--- config.mk ---
export PLATFORM = sky130hd
export DESIGN_NAME = posi_ctrl_qt
export DESIGN_NICKNAME = d
export VERILOG_FILES = /design/src/rtl/posi_ctrl_qt.sv
export SDC_FILE = /design/constraint.sdc
export NUM_CORES = 1
export LEC_CHECK = 0
export CORE_MARGIN = 10
export CORE_UTILIZATION = 40
export CTS_BUF_LIST = sky130_fd_sc_hd__clkbuf_8
export DETAILED_ROUTE_END_ITERATION = 12
export MAX_ROUTING_LAYER = met4
export SYNTH_ARGS = -nofsm -noshare
export SYNTH_HDL_FRONTEND = slang
export SYNTH_SLANG_ARGS = --single-unit
--- constraint.sdc ---
create_clock -name clk -period 3.4 [get_ports clk]
set_clock_uncertainty 0.2 [all_clocks]
set_input_delay 0.68 -clock clk [delete_from_list [all_inputs] [get_ports clk]]
set_output_delay 0.68 -clock clk [all_outputs]
set_load 0.1 [all_outputs]
--- src/rtl/posi_ctrl_qt.sv ---
`default_nettype none
// ============================================================================
// Module   : posi_ctrl_qt
// Desc     : Post-intra quad-tree scheduler: pre-transform, z-order CU visits
//            with traversal counting and inter-subtree waits, decision, post-transform.
// Revision : 1.0 - initial release
// ============================================================================
module posi_ctrl_qt #(
    parameter int LCU_LOG2     = 6,
    parameter int MAX_LOG2     = 5,
    parameter int MIN_LOG2     = 2,
    parameter int PIX_PER_CYC  = 16,
    parameter int WAIT_SCALE   = 2,
    parameter bit TRA_MODE_PRE = 1'b0,
    parameter bit TRA_MODE_POS = 1'b1,
    localparam int POS_WD      = 2 * (LCU_LOG2 - MIN_LOG2),
    localparam int NLV         = MAX_LOG2 - MIN_LOG2 + 1
) (
    input  logic              clk,
    input  logic              rstn,
    input  logic              start_i,
    input  logic              abort_i,
    input  logic [2:0]        num_mode_i,
    input  logic [NLV-1:0]    size_en_i,
    input  logic              done_ref_i,
    input  logic              done_tra_i,
    input  logic              done_dec_i,
    output logic              start_tra_o,
    output logic              start_ref_o,
    output logic              done_o,
    output logic              busy_o,
    output logic              tra_busy_o,
    output logic              tra_mode_o,
    output logic [2:0]        size_o,
    output logic [POS_WD-1:0] position_o
);

    localparam int C_PIX_LOG2 = $clog2(PIX_PER_CYC);
    localparam int C_TW       = 2 * MAX_LOG2;
    localparam int C_WW       = NLV + $clog2(WAIT_SCALE + 1);

    localparam logic [2:0] S_IDLE    = 3'd0;
    localparam logic [2:0] S_TRA_PRE = 3'd1;
    localparam logic [2:0] S_PRED    = 3'd2;
    localparam logic [2:0] S_WAIT    = 3'd3;
    localparam logic [2:0] S_DECI    = 3'd4;
    localparam logic [2:0] S_TRA_POS = 3'd5;

    // Last traversal index for a level offset: max(1, 4^L/PIX_PER_CYC) - 1
    function automatic logic [C_TW-1:0] trav_last(input logic [2:0] lvl);
        int sh;
        sh = 2 * (MIN_LOG2 + int'(lvl)) - C_PIX_LOG2;
        if (sh <= 0) return '0;
        return C_TW'((1 << sh) - 1);
    endfunction

    function automatic logic [C_WW-1:0] wait_len(input logic [2:0] lvl);
        return C_WW'(((1 << int'(lvl)) - 1) * WAIT_SCALE);
    endfunction

    logic [2:0]        r_state, w_nstate;
    logic [2:0]        r_lvl, w_nlvl;
    logic [POS_WD-1:0] r_pos, w_npos, w_step;
    logic [1:0]        w_sub;
    logic [C_TW-1:0]   r_trav;
    logic [2:0]        r_mode;
    logic [C_WW-1:0]   r_wcnt, w_wait_load;
    logic              r_ref_lat, r_trav_lat, r_first;
    logic              r_start_tra, r_start_ref, r_done;
    logic              w_in_pred, w_lvl_en, w_nlvl_en, w_at_max;
    logic              w_trav_end, w_trav_done, w_done_cu, w_new_cu;

    assign w_in_pred   = (r_state == S_PRED);
    assign w_lvl_en    = |(size_en_i & (NLV'(1) << r_lvl));
    assign w_nlvl_en   = |(size_en_i & (NLV'(1) << w_nlvl));
    assign w_at_max    = (r_lvl == 3'(NLV - 1));
    assign w_sub       = 2'(r_pos >> (2 * r_lvl));
    assign w_step      = POS_WD'(1) << (2 * r_lvl);
    assign w_trav_end  = (r_trav == trav_last(r_lvl));
    assign w_trav_done = w_trav_end && (r_mode == num_mode_i);

    // A disabled size completes in the first cycle of its visit
    assign w_done_cu = w_in_pred &&
                       (w_lvl_en ? ((done_ref_i | r_ref_lat) & (w_trav_done | r_trav_lat))
                                 : r_first);

    always_ff @(posedge clk or negedge rstn) begin
        if (!rstn) begin
            r_state <= S_IDLE;
        end else begin
            r_state <= w_nstate;
        end
    end

    always_comb begin
        w_nstate    = r_state;
        w_npos      = r_pos;
        w_nlvl      = r_lvl;
        w_wait_load = '0;
        w_new_cu    = 1'b0;
        case (r_state)
            S_IDLE: begin
                if (start_i) w_nstate = S_TRA_PRE;
            end
            S_TRA_PRE: begin
                if (done_tra_i) begin
                    w_nstate = S_PRED;
                    w_new_cu = 1'b1;
                end
            end
            S_PRED: begin
                if (w_done_cu) begin
                    if (w_sub != 2'd3 && r_lvl == 3'd0) begin
                        w_npos   = r_pos + POS_WD'(1);
                        w_new_cu = 1'b1;
                    end else if (w_sub != 2'd3) begin
                        w_npos      = r_pos + w_step;
                        w_nlvl      = 3'd0;
                        w_wait_load = wait_len(r_lvl);
                        if (wait_len(r_lvl) == '0) begin
                            w_new_cu = 1'b1;
                        end else begin
                            w_nstate = S_WAIT;
                        end
                    end else if (!w_at_max) begin
                        w_npos   = r_pos - (w_step + (w_step << 1));
                        w_nlvl   = r_lvl + 3'd1;
                        w_new_cu = 1'b1;
                    end else begin
                        w_npos   = '0;
                        w_nlvl   = 3'd0;
                        w_nstate = S_DECI;
                    end
                end
            end
            S_WAIT: begin
                if (r_wcnt <= C_WW'(1)) begin
                    w_nstate = S_PRED;
                    w_new_cu = 1'b1;
                end
            end
            S_DECI: begin
                if (done_dec_i) w_nstate = S_TRA_POS;
            end
            S_TRA_POS: begin
                if (done_tra_i) w_nstate = S_IDLE;
            end
            default: w_nstate = S_IDLE;
        endcase
        if (abort_i) begin
            w_nstate    = S_IDLE;
            w_npos      = '0;
            w_nlvl      = 3'd0;
            w_wait_load = '0;
            w_new_cu    = 1'b0;
        end
    end

    always_ff @(posedge clk or negedge rstn) begin
        if (!rstn) begin
            r_pos       <= '0;
            r_lvl       <= 3'd0;
            r_trav      <= '0;
            r_mode      <= 3'd0;
            r_wcnt      <= '0;
            r_ref_lat   <= 1'b0;
            r_trav_lat  <= 1'b0;
            r_first     <= 1'b0;
            r_start_tra <= 1'b0;
            r_start_ref <= 1'b0;
            r_done      <= 1'b0;
        end else begin
            r_pos       <= w_npos;
            r_lvl       <= w_nlvl;
            r_first     <= w_new_cu;
            r_start_ref <= w_new_cu & w_nlvl_en;
            r_start_tra <= (w_nstate == S_TRA_PRE && r_state != S_TRA_PRE) ||
                           (w_nstate == S_TRA_POS && r_state != S_TRA_POS);
            r_done      <= (r_state == S_TRA_POS) && (w_nstate == S_IDLE) && !abort_i;

            if (abort_i || !w_in_pred || w_done_cu) begin
                r_trav     <= '0;
                r_mode     <= 3'd0;
                r_ref_lat  <= 1'b0;
                r_trav_lat <= 1'b0;
            end else begin
                if (w_trav_end) begin
                    r_trav <= '0;
                    r_mode <= (r_mode == num_mode_i) ? 3'd0 : r_mode + 3'd1;
                end else begin
                    r_trav <= r_trav + C_TW'(1);
                end
                r_ref_lat  <= r_ref_lat | (done_ref_i & w_lvl_en);
                r_trav_lat <= r_trav_lat | w_trav_done;
            end

            if (abort_i) begin
                r_wcnt <= '0;
            end else if (w_in_pred) begin
                r_wcnt <= w_wait_load;
            end else if (r_state == S_WAIT && r_wcnt != '0) begin
                r_wcnt <= r_wcnt - C_WW'(1);
            end
        end
    end

    always_comb begin
        busy_o     = (r_state != S_IDLE);
        tra_busy_o = (r_state == S_TRA_PRE) || (r_state == S_TRA_POS);
        tra_mode_o = (r_state == S_TRA_PRE) ? TRA_MODE_PRE : TRA_MODE_POS;
        size_o     = w_in_pred ? r_lvl : 3'd0;
    end

    assign position_o  = r_pos;
    assign start_tra_o = r_start_tra;
    assign start_ref_o = r_start_ref;
    assign done_o      = r_done;

endmodule
`default_nettype wire
* Word level (Yosys, flattened, before mapping) *
Index checks and enable logic that the tools add are counted.

cells by class
  reductions and logical operators = 27
  $add $sub $neg = 12
  equal/unequal tests = 13
  multiplexer cells = 52
  order comparisons = 2
  bitwise operators = 8
  shift-type cells = 6

operators with widths
  kind                                                            number
  two-way mux 3 bit                                               21
  two-way mux 8 bit                                               6
  two-way mux 10 bit                                              4
  two-way mux 6 bit                                               6
  << shifter 1 x 32 -> 10 bit, first input constant               1
  one-hot mux 3 bit (6 select lines)                              1
  adder 8 bit                                                     2
  two-way mux 1 bit                                               13
  less-or-equal comparator 6 x 1 -> 1 bit, second input constant  2
  adder 10 x 1 -> 10 bit, second input constant                   1
  == test 10 bit                                                  1
  subtractor 10 x 2 -> 10 bit, second input constant              1
  == test 3 x 2 -> 1 bit, second input constant                   3
  == test 3 bit, second input constant                            3
  logical NOT 3 bit                                               3
  adder 8 x 1 -> 8 bit, second input constant                     1
  bitwise AND 4 bit                                               2
  logical AND 1 bit                                               8
  OR reduction 4 bit                                              2
  << shifter 1 x 3 -> 4 bit, first input constant                 2
  << shifter 1 x 4 -> 8 bit, first input constant                 1
  right shift 8 x 4 -> 2 bit                                      1
  subtractor 8 bit                                                1
  adder 3 x 1 -> 3 bit, second input constant                     2
  20 further kinds                                                32

storage, ports and cells
  register bits = 39
  bits of input ports = 14

* Depth between registers and ports, before layout *
  depth after elaboration = 18
  gate-level depth with buffers = 18
  mapped depth without buffers = 15

* Least setup slack after synthesis *
OpenSTA, ideal clock, no wires.

  kind = reg2reg
  from = reg r_lvl[1]
  to = reg r_pos[7] (netlist: position_o[7])
  setup slack = -67 ps
  stages on the path, launching flop included = 19
  clock period less this slack = 3,467 ps
  required time = 3,135 ps
  data arrival time = 3,202 ps
  library setup time = 65 ps
  path through = dfrtp_1 > buf_6 > inv_1 > ha_1 > buf_2 > buf_4 > nand2_1 > inv_1 > ha_1 > inv_1 > ha_1 > o21ai_0 > a31oi_1 > o21ai_0 > a21oi_1 > or3_1 > a21oi_1 > a2bb2oi_1 > o21a_1

between the ends
  cells in the longest elaborated chain, start to end = 13

ends and longest elaborated chain
  element                                                                                 line    source
  start: declaration                                                                      62      logic [2:0] r_lvl, w_nlvl;
  start signal: assignment                                                                174     r_lvl <= w_nlvl;
  adder 2 x 3 -> 4 bit                                                                    52      sh = 2 * (MIN_LOG2 + int'(lvl)) - C_PIX_LOG2;
  subtractor 5 x 3 -> 6 bit                                                               52
  << shifter 1 x 32 -> 10 bit or less-or-equal comparator 6 x 1 -> 1 bit (tied branches)  54, 53
  subtractor 10 x 2 -> 10 bit or two-way mux 1 bit (tied branches)                        54, 53
  two-way mux 10 bit                                                                      54      return C_TW'((1 << sh) - 1);
  == test 10 bit                                                                          79      assign w_trav_end = (r_trav == trav_last(r_lvl));
  logical AND 1 bit                                                                       80      assign w_trav_done = w_trav_end && (r_mode == num_mode_i);
  OR 1 bit                                                                                84      (w_lvl_en ? ((done_ref_i | r_ref_lat) & (w_trav_done | r_trav_lat))
  bitwise AND 1 bit                                                                       84
  two-way mux 1 bit                                                                       84
  logical AND 1 bit                                                                       83      assign w_done_cu = w_in_pred &&
  nonzero test 2 bit (no line)                                                            --
  AND reduction 2 bit (no line)                                                           --
  end signal: assignment                                                                  173     r_pos <= w_npos;
  end: declaration                                                                        63      logic [POS_WD-1:0] r_pos, w_npos, w_step;

Parallel ways exist; a longest one is shown, timed or not. The select of a mux whose other input is x is not followed.
A chain may end at the register's enable or synchronous reset.

* Final worst setup path *
  from = reg r_lvl[1]
  to = reg r_start_ref (netlist: start_ref_o)

between the ends
  cells in the longest elaborated chain, start to end = 18

ends and longest elaborated chain
  element                                                                                 line    source
  adder 2 x 3 -> 4 bit                                                                    52
  subtractor 5 x 3 -> 6 bit                                                               52
  << shifter 1 x 32 -> 10 bit or less-or-equal comparator 6 x 1 -> 1 bit (tied branches)  54, 53
  subtractor 10 x 2 -> 10 bit or two-way mux 1 bit (tied branches)                        54, 53
  two-way mux 10 bit                                                                      54
  == test 10 bit                                                                          79
  logical AND 1 bit                                                                       80
  OR 1 bit                                                                                84
  [... 2 more ...]                                                                        --
  logical AND 1 bit                                                                       83
  two-way mux 3 bit                                                                       112     if (w_done_cu) begin
  two-way mux 3 bit                                                                       101     case (r_state)
  two-way mux 3 bit                                                                       150     if (abort_i) begin
  << shifter 1 x 3 -> 4 bit                                                               75      assign w_nlvl_en = |(size_en_i & (NLV'(1) << w_nlvl));
  bitwise AND 4 bit                                                                       75
  OR reduction 4 bit                                                                      75
  bitwise AND 1 bit *                                                                     176     r_start_ref <= w_new_cu & w_nlvl_en;
  end signal: assignment                                                                  176
  end: declaration                                                                        69      logic r_start_tra, r_start_ref, r_done;

Mark *: on every way between the ends. The rest lies on a longest branch, timed or not.

==> qor.yml <==
cp-startpoint: "r_lvl[1]"
ys_seq_elements: 39
maxCapViolations: 0
rsz0062_at_grt: "false"
fin_crit_sh_pct: 94.1
initialDrtViolationCount: 195
synth-async-reset-ratio_pct: 100
grt_max_degree: 40
setup_viol: 0
post-route-min-period_ns: 3.20
drive_gt1_share_pct: 18.2
end_kind: "register"
io_pins: 31
synth-seq-area-share_pct: 28.1
r2r_end: "start_ref_o"
crit_arrival_ns: 3.20
endpoint: "start_ref_o"
drv_slew: 0
ys.flop_type: "dfrtp_1"
dr_total_vias: 3067
max_slew_margin_pct: 39.1
grt_pass1_vias: 3097
hold_viol_final: 0
grt_pass1_wl_mm: 15.4
postCtsHoldBufs: 0
cts.htree.levels: 2
core-area_um2: 8340
route.detailed.drc: 0
antenna_found_initial: 0
hp-start: "r_trav_lat"
synth_edf_count: 0
row_count: 33
clock-sinks: 39
wl_mm: 9.26
p_leak_nw: 1.88
synthCells: 408
gp_routability_congestion: 0.874
antenna_cells: 0
cts_buffers: 5
cp.required_ns: 3.40
die_w_um: 113
path_class: "register to register"
pre_cts_ws_ns: -0.0285
synthDistinctLibCells: 75
cts_root_buf: "clkbuf_8"
area_delta_synth_final_pct: 17.5
status: "completed"
post_cts_buffers: 0
syn_nets: 454
grt-ovfl-total: 0
ir_drop_v: 0.000184
power_density_nw_per_um2: 250
min_path_cells: 2
dieArea_um2: 12800
finalNetCount: 506
finalWorstSetupSlack_ns: 0.200
synth_area_um2: 3470
clock_path_buffers: 2
postSynthAreaPerCell_um2: 8.51
dp_hpwl_mm: 7.15
r2r_cells: 11
worst-path-max-fanout: 10
ff2ff_setup_slack_ns: 0.20
vias_per_cell: 5.42
io_buffers: 30
fin_hold_ws_ns: 0.315
ctsResizeCount: 0
grtUsageTotal_pct: 14.5
wl_per_cell_um: 16.4
clock_latency_ns: 0.29
critPathLaunchType: "register"
drtAntennaViolNets: 0
timing.rr.start: "r_lvl[1]"
fmax_mhz: 313
synth_warnings: 0
die_y_um: 113
initial_core_util_pct: 41.6
first_pass_iters: 4
cts_tree: "built"
max_slew.worst_pin.slew_ns: 0.913
hold_path.class: "register to register"
clkTransAtPathRegs_ns: 0.08
-- layer usage --
layer	track usage [%]	share of wire [%]
met1	18.9	49
met2	23.0	46
met3	2.17	3.3
met4	3.72	1.3
met5	-	0
-- final cells by class --
type | instances | area (µm²)
clock inverters | 3 | 12.5
inverters | 32 | 120
multi-input cells | 320 | 2280
clock buffers | 5 | 68.8
fillers | 809 | 4260
well taps | 105 | 131
flip-flops and latches | 39 | 976
repair buffers | 62 | 493
-- per-stage QoR --
step	cell area (µm²)	setup TNS (ns)	total power, mW	util [%]	cells
after floorplan	3470	0	0.655	-	408
after global placement	3990	0	0.717	47.8	558
after detailed placement	3990	-0.0285	0.719	47.8	558
after CTS	4070	0	1.03	48.8	566
after global routing	4080	0	1.07	48.9	566
final	4080	0	1.02	48.9	566
-- layout by cell type, fill, tap and decap left out, types with 3 or more instances in the layout --
cell and instances:
a211oi_1 8, a21oi_1 25, a22oi_1 4, a31o_2 3, a31oi_1 4, and3_1 6, buf_4 49, clkbuf_8 5
clkdlybuf4s50_1 12, dfrtp_1 39, ha_1 30, inv_1 34, mux2i_1 3, nand2_1 22, nand2b_1 4, nand3_1 13
nor2_1 48, nor2b_1 5, nor3_1 11, nor4_1 4, o211ai_1 3, o21a_1 4, o21ai_0 27, o21ai_1 5
o22ai_1 5, or3_1 5, xnor2_1 16, xor2_1 11
-- kinds of logic (layout without fill, tap and decap cells) --
family | after synthesis | in the layout | share of synthesized area, %
AOI/OAI and AO/OA | 115 | 115 | 22.9
xor gates and xnor gates | 27 | 27 | 6.81
adders and majority gates | 32 | 32 | 11.5
buffers and inverters | 49 | 102 | 6.67
DFF | 39 | 39 | 28.1
muxes | 6 | 6 | 2.23
and+or+nand+nor | 140 | 140 | 21.7
-- where the power goes --
part	switching [mW]	total [mW]	internal, mW
Clock	0.171	0.309	0.138
Sequential	0.0179	0.496	0.478
Combinational	0.133	0.215	0.0819
-- registers in the layout, indices dropped and copies added (netlist names), 3 cells and up --
register,cells
r_state,3
r_mode,3
r_lvl,3
position_o,8
r_wcnt,6
r_trav,10
-- critical path, cell delays in order, from the launching register on --
cell,delay (ns)
dfrtp_1,0.35
inv_1,0.08
buf_4,0.16
ha_2,0.25
or3b_1,0.39
o311a_1,0.14
a221oi_2,0.33
nor4_4,0.11
a22oi_2,0.31
mux2i_2,0.37
mux2i_1,0.14
a221oi_2,0.27
-- cell usage after synthesis, types with 5 or more instances --
cell type / instances / share of area (%)
a21oi_1: 25 / 3.6
o22ai_1: 5 / 0.90
clkbuf_1: 7 / 0.76
xnor2_1: 16 / 4.0
o21ai_0: 29 / 4.2
or3_1: 5 / 0.90
dfrtp_1: 39 / 28
nor3_1: 11 / 1.6
xor2_1: 11 / 2.8
inv_1: 32 / 3.5
nand3_1: 13 / 1.9
nor2b_1: 5 / 0.90
nand2_1: 22 / 2.4
and3_1: 6 / 1.1
a211oi_1: 8 / 1.7
ha_1: 32 / 12
nor2_1: 48 / 5.2
-- worst min-delay path by stage --
stage,endpoint,slack [ns]
after global placement,r_trav_lat,0.29
after global routing,r_trav_lat,0.35
after CTS,r_trav_lat,0.32
after detailed placement,r_trav_lat,0.30
after floorplan,done_o,0.18
final,r_trav_lat,0.31
(Power assumes the default switching activity.)
